### src/rtl/mag_debounce_steer.sv
`default_nettype none
// ============================================================================
// Module      : mag_debounce_steer
// Description : Synchronises and debounces NUM_CH magnetic tape sensors with
//               selectable polarity, then steers a registered FWD / VEER_L /
//               VEER_R / STOP machine with a timed resume out of STOP.
// Revision    : 1.0  initial release
// ============================================================================
module mag_debounce_steer #(
  parameter int NUM_CH          = 4,
  parameter int CNT_W           = 25,
  parameter int DEBOUNCE_CYCLES = 12_500_000,
  parameter int RESUME_CYCLES   = 12_500_000,
  parameter bit ACTIVE_LOW      = 1'b1
) (
  input  logic              clk,
  input  logic              rst_n,
  input  logic              en,
  input  logic [NUM_CH-1:0] sens,
  output logic [NUM_CH-1:0] stable,
  output logic [NUM_CH-1:0] chg,
  output logic [3:0]        dir,
  output logic [1:0]        state,
  output logic              stop_evt
);

  // Synchroniser reset value is the pin level that means "no magnet".
  localparam logic [NUM_CH-1:0] SYNC_IDLE = {NUM_CH{ACTIVE_LOW}};
  localparam logic [CNT_W-1:0]  DB_TERM   = CNT_W'(DEBOUNCE_CYCLES - 1);
  localparam logic [CNT_W-1:0]  RS_TERM   = CNT_W'(RESUME_CYCLES - 1);

  localparam logic [3:0] DIR_FWD    = 4'b0000;
  localparam logic [3:0] DIR_VEER_L = 4'b0101;
  localparam logic [3:0] DIR_VEER_R = 4'b1001;
  localparam logic [3:0] DIR_STOP   = 4'b1111;

  typedef enum logic [1:0] {
    ST_FWD    = 2'b00,
    ST_VEER_L = 2'b01,
    ST_VEER_R = 2'b10,
    ST_STOP   = 2'b11
  } state_t;

  // --------------------------------------------------------------------------
  // Input conditioning and per-channel debounce
  // --------------------------------------------------------------------------
  logic [NUM_CH-1:0] sync1_q, sync2_q;
  logic [NUM_CH-1:0] act;
  logic [NUM_CH-1:0] stable_q, stable_d;
  logic [NUM_CH-1:0] chg_q, chg_d;
  logic [CNT_W-1:0]  cnt_q [NUM_CH];
  logic [CNT_W-1:0]  cnt_d [NUM_CH];

  // Polarity fold, then each channel counts consecutive mismatches; any match restarts it.
  always_comb begin
    act = ACTIVE_LOW ? ~sync2_q : sync2_q;
    for (int i = 0; i < NUM_CH; i++) begin
      stable_d[i] = stable_q[i];
      chg_d[i]    = 1'b0;
      cnt_d[i]    = '0;
      if (act[i] != stable_q[i]) begin
        if (cnt_q[i] == DB_TERM) begin
          stable_d[i] = act[i];
          chg_d[i]    = 1'b1;
        end else begin
          cnt_d[i] = cnt_q[i] + 1'b1;
        end
      end
    end
  end

  // Synchroniser chain and debounce state registers.
  always_ff @(posedge clk) begin
    if (!rst_n) begin
      sync1_q  <= SYNC_IDLE;
      sync2_q  <= SYNC_IDLE;
      stable_q <= '0;
      chg_q    <= '0;
      for (int i = 0; i < NUM_CH; i++) begin
        cnt_q[i] <= '0;
      end
    end else begin
      sync1_q  <= sens;
      sync2_q  <= sync1_q;
      stable_q <= stable_d;
      chg_q    <= chg_d;
      for (int i = 0; i < NUM_CH; i++) begin
        cnt_q[i] <= cnt_d[i];
      end
    end
  end

  // --------------------------------------------------------------------------
  // Group decode and steering FSM
  // --------------------------------------------------------------------------
  logic             grp_l, grp_r;
  state_t           state_q, state_d;
  logic [CNT_W-1:0] rcnt_q, rcnt_d;
  logic [3:0]       dir_q, dir_d;
  logic             stop_evt_q, stop_evt_d;

  assign grp_l = |stable_q[NUM_CH-1:NUM_CH/2];
  assign grp_r = |stable_q[NUM_CH/2-1:0];

  // Next state: en low wins, both groups wins over veer, STOP needs a quiet window to exit.
  always_comb begin
    state_d = state_q;
    rcnt_d  = '0;
    if (!en) begin
      state_d = ST_STOP;
    end else begin
      case (state_q)
        ST_FWD: begin
          if (grp_l && grp_r) state_d = ST_STOP;
          else if (grp_l)     state_d = ST_VEER_L;
          else if (grp_r)     state_d = ST_VEER_R;
        end
        ST_VEER_L: begin
          if (grp_l && grp_r) state_d = ST_STOP;
          else if (grp_r)     state_d = ST_VEER_R;
          else if (!grp_l)    state_d = ST_FWD;
        end
        ST_VEER_R: begin
          if (grp_l && grp_r) state_d = ST_STOP;
          else if (grp_l)     state_d = ST_VEER_L;
          else if (!grp_r)    state_d = ST_FWD;
        end
        default: begin
          if (!grp_l && !grp_r) begin
            if (rcnt_q == RS_TERM) state_d = ST_FWD;
            else                   rcnt_d  = rcnt_q + 1'b1;
          end
        end
      endcase
    end

    case (state_d)
      ST_FWD:    dir_d = DIR_FWD;
      ST_VEER_L: dir_d = DIR_VEER_L;
      ST_VEER_R: dir_d = DIR_VEER_R;
      default:   dir_d = DIR_STOP;
    endcase

    stop_evt_d = (state_d == ST_STOP) && (state_q != ST_STOP);
  end

  // FSM state, resume counter and registered outputs.
  always_ff @(posedge clk) begin
    if (!rst_n) begin
      state_q    <= ST_STOP;
      rcnt_q     <= '0;
      dir_q      <= DIR_STOP;
      stop_evt_q <= 1'b0;
    end else begin
      state_q    <= state_d;
      rcnt_q     <= rcnt_d;
      dir_q      <= dir_d;
      stop_evt_q <= stop_evt_d;
    end
  end

  assign stable   = stable_q;
  assign chg      = chg_q;
  assign dir      = dir_q;
  assign state    = state_q;
  assign stop_evt = stop_evt_q;

endmodule
`default_nettype wire

### config.mk
export PLATFORM = sky130hd
export DESIGN_NAME = mag_debounce_steer
export DESIGN_NICKNAME = d
export VERILOG_FILES = /design/src/rtl/mag_debounce_steer.sv
export SDC_FILE = /design/constraint.sdc
export NUM_CORES = 1
export LEC_CHECK = 0
export BUFFER_PORTS_ARGS = -buffer_cell sky130_fd_sc_hd__buf_4
export CORE_UTILIZATION = 65
export DETAILED_ROUTE_END_ITERATION = 8
export GPL_TIMING_DRIVEN = 0
export PLACE_DENSITY = 0.91
export SYNTH_ARGS = -nofsm -noshare
export SYNTH_HDL_FRONTEND = slang
export SYNTH_SLANG_ARGS = --single-unit
export TNS_END_PERCENT = 20
### constraint.sdc
create_clock -name clk -period 4.8 [get_ports clk]
set_input_delay 0.24 -clock clk [delete_from_list [all_inputs] [get_ports clk]]
set_output_delay 0.24 -clock clk [all_outputs]
set_load 0.05 [all_outputs]
==> results of run 1 <==
layout by cell type (no fill, tap or decap), drive strengths merged, types with 3 or more instances in the layout:
cell type and n:
nor4b 6, inv 19, clkinv 5, and2 9, dlygate4sd3 5, nand2b 8
o31ai 14, nor3 15, buf 29, xor2 31, or3 38, a31o 4
xnor2 34, or2 4, and3 19, clkbuf 44, a21oi 55, o21ai 42
ha 5, nor2 87, nand3 41, nand4 39, dfxtp 147, or4 17
nor4 18, bufinv 3, and4 21, nand2 47
cells in the mapped netlist (4+ instances only):
library cell | number | area (um^2)
nor3_1 | 15 | 75.1
a31o_2 | 4 | 35.0
xnor2_1 | 34 | 298
or4_1 | 17 | 128
xor2_1 | 31 | 272
inv_1 | 19 | 71.3
nor4b_1 | 6 | 52.6
or2_2 | 4 | 25.0
buf_2 | 7 | 35.0
nand2_1 | 47 | 176
or3_1 | 38 | 238
o21ai_0 | 42 | 210
and2_1 | 9 | 56.3
nand4_1 | 36 | 225
a21oi_1 | 54 | 270
nand3_1 | 39 | 195
clkbuf_1 | 22 | 82.6
and4_1 | 20 | 175
nor2_1 | 87 | 327
dfxtp_1 | 147 | 2940
and3_1 | 18 | 113
o31ai_1 | 13 | 97.6
nand2b_1 | 8 | 50.1
nor4_1 | 18 | 113
ha_1 | 5 | 62.6
power groups by stage:
| stage | Sequential [mW] | Combinational (mW) | Clock [mW] |
|---|---|---|---|
| after CTS | 1.23 | 0.0329 | 1.36 |
| after global routing | 1.23 | 0.0362 | 1.41 |
| after floorplan | 1.25 | 0.0183 | 0 |
| final | 1.23 | 0.0329 | 1.35 |
| after global placement | 1.25 | 0.0284 | 0 |
| after detailed placement | 1.26 | 0.0292 | 0 |
path summary, 6_finish.rpt:
kind	from	endpoint	slack, ps	cells after the start
max	cnt_q[0][0]$_SDFF_PP0_	cnt_q[0][22]$_SDFF_PP0_	2500	7
min	en	dir[1]$_SDFF_PN1_	110	3
max reg2reg	cnt_q[0][0]$_SDFF_PP0_	cnt_q[0][22]$_SDFF_PP0_	2500	7
min reg2reg	sync1_q[0]$_SDFF_PN1_	sync2_q[0]$_SDFF_PN1_	410	1
registers in the layout (all words and copies together) (netlist names):
name      flops
chg           4
cnt_q       100
dir           4
rcnt_q       25
stable        4
state         1
stop_evt      1
sync1_q       4
sync2_q       4
final cells by class:
cell class | instances | share of cell area [%]
well taps | 133 | 2.20
clock buffers | 22 | 6.37
flip-flops and latches | 147 | 38.8
plain buffers | 30 | 1.65
clock inverters | 9 | 1.67
inverters | 19 | 0.941
repair buffers | 26 | 2.74
multi-input cells | 572 | 45.6
logic make-up after synthesis:
family          count (synthesis)  share of synthesized area, %
flops                         147                          44.6
compound gates                126                          11.0
buf+inv                        49                          2.98
simple gates                  376                          31.8
fa+ha+maj                       5                         0.949
xor+xnor                       65                          8.64
what timing repair did:
action,4_1_cts,5_1_grt
setup endpoints to repair,0,0
hold endpoints to repair,5,0
hold buffers,5,0
metrics by stage:
| step | utilization [%] | total power, mW |
|---|---|---|
| final | 77.2 | 2.61 |
| after global routing | 77.2 | 2.67 |
| after CTS | 77.2 | 2.62 |
| after detailed placement | 70.4 | 1.28 |
| after global placement | 70.4 | 1.28 |
| after floorplan | - | 1.27 |
layer usage:
layer | track usage [%] | vias to the layer above | part of all wire, %
li1 | - | 2881 | -
met5 | 0 | - | 0
met3 | 6.98 | 23 | 4.4
met2 | 49.8 | 148 | 51
met1 | 33.7 | 2851 | 43
met4 | 14.7 | 0 | 1.7
worst max-delay path, cell delays in order (launching register included):
cell,delay [ps]
dfxtp_1,370
ha_1,220
and4_1,170
buf_2,170
nand4_1,190
o21bai_1,470
clkbuf_1,440
a21oi_1,120
==> out/results.ini, run 1 <==
[run_status]
status=finished clean

[synth]
ys_seq_elements=147
syn-num-nets=780
avgSynthCellArea_um2=8.58
ys.flop_type=dfxtp_1
ys_types=48
async_flop_share_pct=0
yosysWarningCount=0
synthCells=768
synth_edf_count=0
syn_area_mm2=0.00659
ys_seq_area_share_pct=44.6

[placed_design]
port_buffers=21
dp_slack_ps=2540
dp_hpwl_um=9800
place_inst=922
routabilityCongestion=0.862
place_area_mm2=0.00692

[floorplan]
initial_utilization_pct=67.1
ios=22
fp.dieH_um=103
dieArea_mm2=0.0105
core_area_mm2=0.00982
die_x_um=103
rows=36

[sta]
setup_slack_ps=2500
fin_setup_tns_ps=0
final.min_clock_period_ps=2300
worst_slew_pin_slew_ps=575
holdWs_ps=113
finClkSkew_ps=9.37
rsz0062_at_grt=false
max_freq_mhz=435
fin_crit_sh_pct=47.9
setup_viol=0
hold_viol=0
max-slew-margin-rel_pct=61.3
slew_viol_final=0

[hold_path]
holdCritPathClass=in -> reg

[clocking]
clk_latency_ps=540
clockBufferDepth=2
cts_root_buf=clkbuf_8
cts_resized=0
cts_tree=done
numClockSinks=147
h-tree-depth=4
cts.clk_slew.worst_paths_ps=60
cts_setup_buffers=0
cts_buffers=17

[cells_and_area]
syn_to_final_growth_pct=14.9
fillers=665
multi_input_comb_area_mm2=0.00345
fin_cells=958
drive_above_1_share_pct=9.58
seq_area_mm2=0.00294
n_antenna_cell=0
fin_area_mm2=0.00758
layout.nets=825

[pwr]
seq_power_share_pct=47.1
ir_drop_v=0.000304
p_leak_nw=2.37
intPower_mw=2.09
p_sw_uw=514
cellPowerDensity_mw_per_mm2=344
power_frac_comb_pct=1.3
netSwitchingFraction_pct=19.7
power_frac_clock_pct=51.6

[detailed_routing]
via_per_inst=6.16
drt_iter0_drc=273
ant_nets=0
remaining_drc_errors=0
routedWlPerCell_um=15.5
drt-pass1-iter-count=5
num_vias=5903
drt_wl_total_um=14800

[global_route]
grt-ovfl-total=0
grt_pass1_wl_um=23900
grt_max_degree=17
grt_pass1_vias=5407
antenna_found_initial=0
grtUsageTotal_pct=29.0

[critical_path]
crit_required_ps=5200
end_kind=flop
critPathKind=reg -> reg
worst_setup_path_start_kind=flop
crit_arrival_ps=2700
crit_fanout=10

[run]
maxCapViolations=0

(Power assumes the default switching activity.)
==> inputs of run 2 (changes only) <==
--- a/config.mk
+++ b/config.mk
@@ -5,11 +5,12 @@
 export SDC_FILE = /design/constraint.sdc
 export NUM_CORES = 1
 export LEC_CHECK = 0
+export ABC_AREA = 1
 export BUFFER_PORTS_ARGS = -buffer_cell sky130_fd_sc_hd__buf_4
-export CORE_UTILIZATION = 65
+export CORE_UTILIZATION = 56
 export DETAILED_ROUTE_END_ITERATION = 8
 export GPL_TIMING_DRIVEN = 0
-export PLACE_DENSITY = 0.91
+export PLACE_DENSITY = 0.84
 export SYNTH_ARGS = -nofsm -noshare
 export SYNTH_HDL_FRONTEND = slang
 export SYNTH_SLANG_ARGS = --single-unit
==> constraint.sdc (replaced) <==
create_clock -name clk -period 1.9 [get_ports clk]
set_input_delay 0.095 -clock clk [delete_from_list [all_inputs] [get_ports clk]]
set_output_delay 0.095 -clock clk [all_outputs]
set_load 0.05 [all_outputs]
==> run 2 against run 1 <==
- first-iteration DRC count is 58% higher
- cell area is 8.8% higher
- largest power group unchanged
- synthesized cell count is 36% higher
- count of clock-buffer cells in the layout is 2 lower
- critical path depth is 2 higher
==> out/results.ini, run 2 <==
[pwr]
cellPowerDensity_mw_per_mm2=801  ; +130%
netSwitchingFraction_pct=20.7  ; +1.0 points
ir_drop_v=0.000639  ; +110%
power_frac_clock_pct=51.6  ; about the same
power_frac_comb_pct=1.5  ; +0.2 points
p_leak_nw=2.82  ; +19%
seq_power_share_pct=47.0  ; about the same
intPower_mw=5.23  ; +150%
p_sw_mw=1.37  ; +170%

[cells_and_area]
largest_reg_flops=100  ; unchanged
drive_above_1_share_pct=8.60  ; -0.98 points
regMostFlops=cnt_q
syn_to_final_growth_pct=14.8  ; about the same
n_antenna_cell=0  ; unchanged
final_cell_mix=258 x nand2_1, 205 x nor2_1, 147 x dfxtp_1, 129 x inv_1, 57 x nand3_1
layout_commonest_cell=nand2_1
reg_top3=cnt_q x100, rcnt_q x25
layout.nets=1104  ; +34%
fin_util_pct=67.2  ; -9.9 points
fin_cells=1273  ; +33%

[critical_path]
end_kind=flop
cpPeakStageDelay_ps=350  ; -120 ps
rr_worst_depth=9  ; +2
cp_common_cell=nand2_1
path_cells=ha_1 > nand2_1 > nor2_2 > nand2_1 > nor3_4 > nand2_2 > nand2_4 > buf_6 > a21oi_1
crit_slowest_cell=dfxtp_1
critPathKind=reg -> reg
worst_setup_path_start_kind=flop
crit_arrival_ps=2150  ; -550 ps
crit_fanout=10  ; unchanged
r2r_slack_ps=70  ; -2430 ps
crit_required_ps=2210  ; -2990 ps

[detailed_routing]
drt_wl_total_um=15500  ; +4.2%
num_vias=6450  ; +9.3%
remaining_drc_errors=0  ; unchanged
routedWlPerCell_um=12.1  ; -22%
via_per_inst=5.07  ; -18%
drt-pass1-iter-count=7  ; +2
ant_nets=0  ; unchanged
drt_iter0_drc=432  ; +58%

[run_status]
status=finished clean

[clocking]
h-tree-depth=4  ; unchanged
cts_tree=done
numClockSinks=147  ; unchanged
clk_latency_ps=430  ; -110 ps
cts.clk_slew.worst_paths_ps=60  ; about the same
cts_buffers=17  ; unchanged
cts_root_buf=clkbuf_16
clockBufferDepth=2  ; unchanged

[global_route]
grt-ovfl-total=0  ; unchanged
grtUsageTotal_pct=25.6  ; -3.4 points
antenna_found_initial=0  ; unchanged
grt_max_degree=17  ; unchanged
grt_pass1_wl_um=26700  ; +12%
grt_pass1_vias=5971  ; +10%

[sta]
fin_setup_tns_ps=0  ; unchanged
slew_viol_final=0  ; unchanged
setup_viol=0  ; unchanged
worst_slew_pin_slew_ps=655  ; +80.1 ps
fin_crit_sh_pct=96.5  ; +49 points
rsz0062_at_grt=true
final.min_clock_period_ps=1830  ; -465 ps
hold_viol=0  ; unchanged
max-slew-margin-rel_pct=56.0  ; -5.3 points
holdWs_ps=390  ; +277 ps
setup_slack_ps=66.4  ; -2430 ps
max_freq_mhz=545  ; +25%
finClkSkew_ps=6.95  ; -2.41 ps

[floorplan]
initial_utilization_pct=58.6  ; -8.6 points
core_area_mm2=0.0123  ; +25%
die_x_um=115  ; +12%
dieArea_mm2=0.0133  ; +26%
ios=22  ; unchanged
rows=40  ; +11%
fp.dieH_um=115  ; +12%

[hold_path]
holdCritPathClass=in -> reg
hold-path-cell-count=4  ; +1

[placed_design]
place_inst=1235  ; +34%
routabilityCongestion=0.964  ; +12%
dp_hpwl_um=10900  ; +11%
port_buffers=20  ; -4.8%
dp_slack_ps=63.1  ; -2480 ps

[synth]
yosys.area.top_type=dfxtp_1
syn_area_mm2=0.00718  ; +8.9%
async_flop_share_pct=0  ; unchanged
yosysMostFrequentCell=nand2_1
ys_types=32  ; -33%
ys.flop_type=dfxtp_1
ys_seq_area_share_pct=41.0  ; -3.7 points
avgSynthCellArea_um2=6.86  ; -20%
synth.area.top_cells=dfxtp_1 41%, nand2_1 14%, nor2_1 11%, inv_1 6.7%, nand3_1 4.0%
netlist.area_leader.share_pct=41.0  ; -3.7 points
yosysWarningCount=0  ; unchanged
synthCells=1047  ; +36%
ys_seq_elements=147  ; unchanged
synth_edf_count=0  ; unchanged
syn-num-nets=1059  ; +36%
synth_common_cells=259 x nand2_1, 208 x nor2_1, 147 x dfxtp_1

[run]
maxCapViolations=0  ; unchanged

==> run 2: changes by cell type in the layout (fill, tap and decap cells not counted), sizes merged, moves of 18 or more <==
cell,change
inv,+112
and4,-21
nand2,+221
or3,-38
clkbuf,-22
nor4,-18
nor3,+22
o21ai,-32
and3,-18
nor2,+132
==> run 2: path summary, 6_finish.rpt <==
path	from	end
min reg2reg	sync1_q[0]$_SDFF_PN1_	sync2_q[0]$_SDFF_PN1_
min	sens[2]	sync1_q[2]$_SDFF_PN1_
max reg2reg	cnt_q[0][0]$_SDFF_PP0_	cnt_q[0][18]$_SDFF_PP0_
max	cnt_q[0][0]$_SDFF_PP0_	cnt_q[0][18]$_SDFF_PP0_
==> run 2: layer usage <==
metal | wire [um] | track usage, % | share of wire [%] | up-vias
met3 | 789 | 6.11 | 5.1 | 25
met1 | 7190 | 32.6 | 46 | 2886
li1 | - | - | - | 3381
met5 | 0 | 0 | 0 | -
met2 | 7160 | 41.7 | 46 | 158
met4 | 323 | 10.2 | 2.1 | 0
==> run 2: worst max-delay path, delay by kind of cell (launching register included) <==
kind | cells | cell delay, ps
AOI/OAI and AO/OA | 1 | 60
adders and majority gates | 1 | 220
buffers and inverters | 1 | 170
DFF | 1 | 350
and+or+nand+nor | 6 | 890
==> run 2: cells by family (layout without fill, tap and decap cells) <==
family / Yosys count / count (layout) / share of synthesized area [%]
compound gates: 61 / 61 / 4.37
xor+xnor: 55 / 55 / 6.71
simple gates: 636 / 636 / 38.6
fa+ha+maj: 5 / 5 / 0.871
buf+inv: 143 / 201 / 8.50
flops: 147 / 147 / 41.0
==> run 2: what timing repair did <==
item / 4_1_cts / 5_1_grt
endpoints found under the hold margin: 7 / 0
endpoints found under the setup margin: 0 / 66
hold buffers: 6 / 0
resized for setup: 0 / 10
setup buffers: 0 / 0
==> run 2: stage by stage <==
stage	total power [mW]	cell area [um^2]
after detailed placement	3.25	7540
final	6.60	8240
after global routing	6.81	8240
after CTS	6.66	8210
after global placement	3.25	7540
after floorplan	3.23	7180
==> run 2: power groups by stage <==
stage               Combinational [mW]  Clock, mW  Sequential, mW
global placement                0.0832          0            3.17
finish                          0.0965       3.41            3.10
floorplan                       0.0586          0            3.17
detailed placement              0.0852          0            3.17
CTS                             0.0960       3.47            3.10
global route                     0.110       3.60            3.10
==> run 2: layout make-up <==
cell class,count,area (um^2)
fillers,1048,4020
plain buffers,12,121
flip-flops and latches,147,2940
clock inverters,12,158
clock buffers,20,447
inverters,131,492
well taps,168,210
repair buffers,26,210
multi-input cells,757,3660
==> inputs of run 3 (changes only) <==
--- a/config.mk
+++ b/config.mk
@@ -11,6 +11,7 @@
 export DETAILED_ROUTE_END_ITERATION = 8
 export GPL_TIMING_DRIVEN = 0
 export PLACE_DENSITY = 0.84
+export REMOVE_ABC_BUFFERS = 1
 export SYNTH_ARGS = -nofsm -noshare
 export SYNTH_HDL_FRONTEND = slang
 export SYNTH_SLANG_ARGS = --single-unit
==> run 3 against run 2 <==
- fmax grew 2.5%
- count of clock-buffer cells in the layout unchanged
- register-to-register slack improved by 40 ps
- worst hold slack improved by 14 ps
- flip-flop and latch count unchanged
- clock power grew 2%
- sequential power barely moved
- power grew 1.2%
- critical path depth decreased by 2
- sequential share of layout area is 0.26 points higher
- critical path type unchanged
==> out/results.ini, run 3 (synthesis results as in run 2) <==
[run_status]
status=finished clean

[clocking]
cts_tree=done
cts_setup_buffers=0  ; unchanged
cts_buffers=17  ; unchanged
clockBufferDepth=2  ; unchanged
h-tree-depth=4  ; unchanged
numClockSinks=147  ; unchanged
cts.clk_slew.worst_paths_ps=60  ; about the same
clk_latency_ps=430  ; about the same
cts_root_buf=clkbuf_16

[detailed_routing]
routedWlPerCell_um=11.8  ; -3.1%
via_per_inst=5.08  ; +0.32%
drt_iter0_drc=421  ; -2.5%
drt_wl_total_um=14900  ; -3.6%
num_vias=6440  ; -0.16%
ant_nets=0  ; unchanged
remaining_drc_errors=0  ; unchanged
drt-pass1-iter-count=5  ; -2

[floorplan]
rows=40  ; unchanged
ios=22  ; unchanged
die_x_um=115  ; unchanged
fp.dieH_um=115  ; unchanged
core_area_mm2=0.0123  ; unchanged
dieArea_mm2=0.0133  ; unchanged
initial_utilization_pct=58.6  ; unchanged

[placed_design]
routabilityCongestion=0.888  ; -7.8%
dp_hpwl_um=10300  ; -5.7%
port_buffers=21  ; +5.0%

[sta]
worst_slew_pin_slew_ps=657  ; +1.92 ps
rsz0062_at_grt=false
slew_viol_final=0  ; unchanged
fin_setup_tns_ps=0  ; unchanged
finClkSkew_ps=6.01  ; -0.938 ps
setup_viol=0  ; unchanged
max-slew-margin-rel_pct=55.8  ; -0.13 points
final.min_clock_period_ps=1790  ; -44.4 ps
holdWs_ps=404  ; +14.0 ps
max_freq_mhz=559  ; +2.5%
hold_viol=0  ; unchanged
fin_crit_sh_pct=94.2  ; -2.3 points

[run]
maxCapViolations=0  ; unchanged

[critical_path]
path_cells=inv_1 > nor2_1 > nand3_1 > nor3_1 > nand2_2 > nand2_4 > nor2_1
cp_top_family=simple AND/OR/NAND/NOR gates
regToRegEndpoint=cnt_q[1][13]$_SDFF_PP0_
crit_arrival_ps=2090  ; -60 ps
critPathKind=reg -> reg
worst_setup_path_start_kind=flop
cp_num_buf_inv=1  ; unchanged
r2r_slack_ps=110  ; +40 ps
cp_common_cell=nor2_1
end_kind=flop
rr_worst_depth=7  ; -2
cpPeakStageDelay_ps=440  ; +90 ps
crit_required_ps=2200  ; about the same
cp.depth=7  ; -2
endpoint=cnt_q[1][13]$_SDFF_PP0_
critPathLaunch=cnt_q[1][17]$_SDFF_PP0_
reg2reg_from=cnt_q[1][17]$_SDFF_PP0_
crit_slowest_cell=dfxtp_1
crit_fanout=25  ; +15

[cells_and_area]
largest_reg_flops=100  ; unchanged
syn_to_final_growth_pct=14.0
reg_top3=cnt_q x100, rcnt_q x25
drive_above_1_share_pct=7.73  ; -0.86 points
n_antenna_cell=0  ; unchanged
regMostFlops=cnt_q
layout_commonest_cell=nand2_1
layout.nets=1098  ; -0.54%
final_cell_mix=258 x nand2_1, 207 x nor2_1, 147 x dfxtp_1, 129 x inv_1, 57 x nand3_1

[pwr]
power_mw=6.68  ; +1.2%
cellPowerDensity_mw_per_mm2=817  ; +1.9%
p_leak_nw=2.77  ; -1.9%
ir_drop_v=0.000676  ; +5.7%

[global_route]
grt_max_degree=26  ; +9
grt-ovfl-total=0  ; unchanged
grt_pass1_wl_um=25400  ; -4.8%
grtUsageTotal_pct=24.0  ; -1.5 points
grt_pass1_vias=5864  ; -1.8%
antenna_found_initial=0  ; unchanged

[hold_path]
holdCritPathClass=reg -> reg

[run 3: cell count changes in the layout (fill, tap and decap cells not counted), sizes merged]
cell,previous run,this run
buf,30,21
bufinv,3,4
clkbuf,22,20
clkinv,6,8
clkinvlp,3,0
dlygate4sd3,6,10
nand3,58,59
[run 3: stage by stage]
stage	area (um^2)	util, %	worst slack, ps	instances
after global routing	8190	66.8	4.14	1267
after detailed placement	7430	60.6	-89.4	1224
after global placement	7430	60.6	-57.8	1224
after CTS	8150	66.5	27.2	1266
after floorplan	7060	-	-146	1035
final	8190	66.8	111	1267
[run 3: report_power, final]
group / switching (mW) / internal [mW] / total [mW]
sequential: 0.00676 / 3.10 / 3.10
combinational: 0.0572 / 0.0369 / 0.0941
clock: 1.24 / 2.24 / 3.49
[run 3: tightest hold or removal path, cell delays in order (launching register included)]
cell and delay (ps):
dfxtp_1 300, inv_1 30, nand2_1 40
[run 3: layer usage]
layer | vias up | wire (um) | GRT usage, % | part of all wire (%)
li1 | 3369 | - | - | -
met1 | 2907 | 6970 | 30.4 | 47
met2 | 142 | 6980 | 39.6 | 47
met3 | 22 | 724 | 5.22 | 4.9
met4 | 0 | 236 | 10.5 | 1.6
met5 | - | 0 | 0 | 0
[run 3: layout make-up]
| cell class | count | area, um^2 |
|---|---|---|
| timing repair buffer | 31 | 258 |
| clock buffer | 20 | 457 |
| tap | 168 | 210 |
| sequential | 147 | 2940 |
| clock inverter | 12 | 160 |
| multi-input combinational | 758 | 3670 |
| inverter | 131 | 492 |
| fill | 1029 | 4080 |
[run 3: worst min-delay path by stage]
stage / cells past startpoint / slack (ps) / from / endpoint
finish: 2 / 400 / sync1_q[3]$_SDFF_PN1_ / sync2_q[3]$_SDFF_PN1_
global route: 2 / 410 / sync1_q[3]$_SDFF_PN1_ / sync2_q[3]$_SDFF_PN1_
CTS: 2 / 400 / sync1_q[2]$_SDFF_PN1_ / sync2_q[2]$_SDFF_PN1_
detailed placement: 3 / 270 / sens[0] / sync1_q[0]$_SDFF_PN1_
global placement: 3 / 270 / sens[1] / sync1_q[1]$_SDFF_PN1_
floorplan: 1 / 160 / rst_n / sync1_q[0]$_SDFF_PN1_
[run 3: timing repair]
| item | CTS | global route |
|---|---|---|
| cloned | 0 | 1 |
| resized for setup | 1 | 5 |
| setup endpoints to repair | 10 | 47 |
| endpoints found under the hold margin | 9 | 0 |
| hold buffers | 10 | 0 |
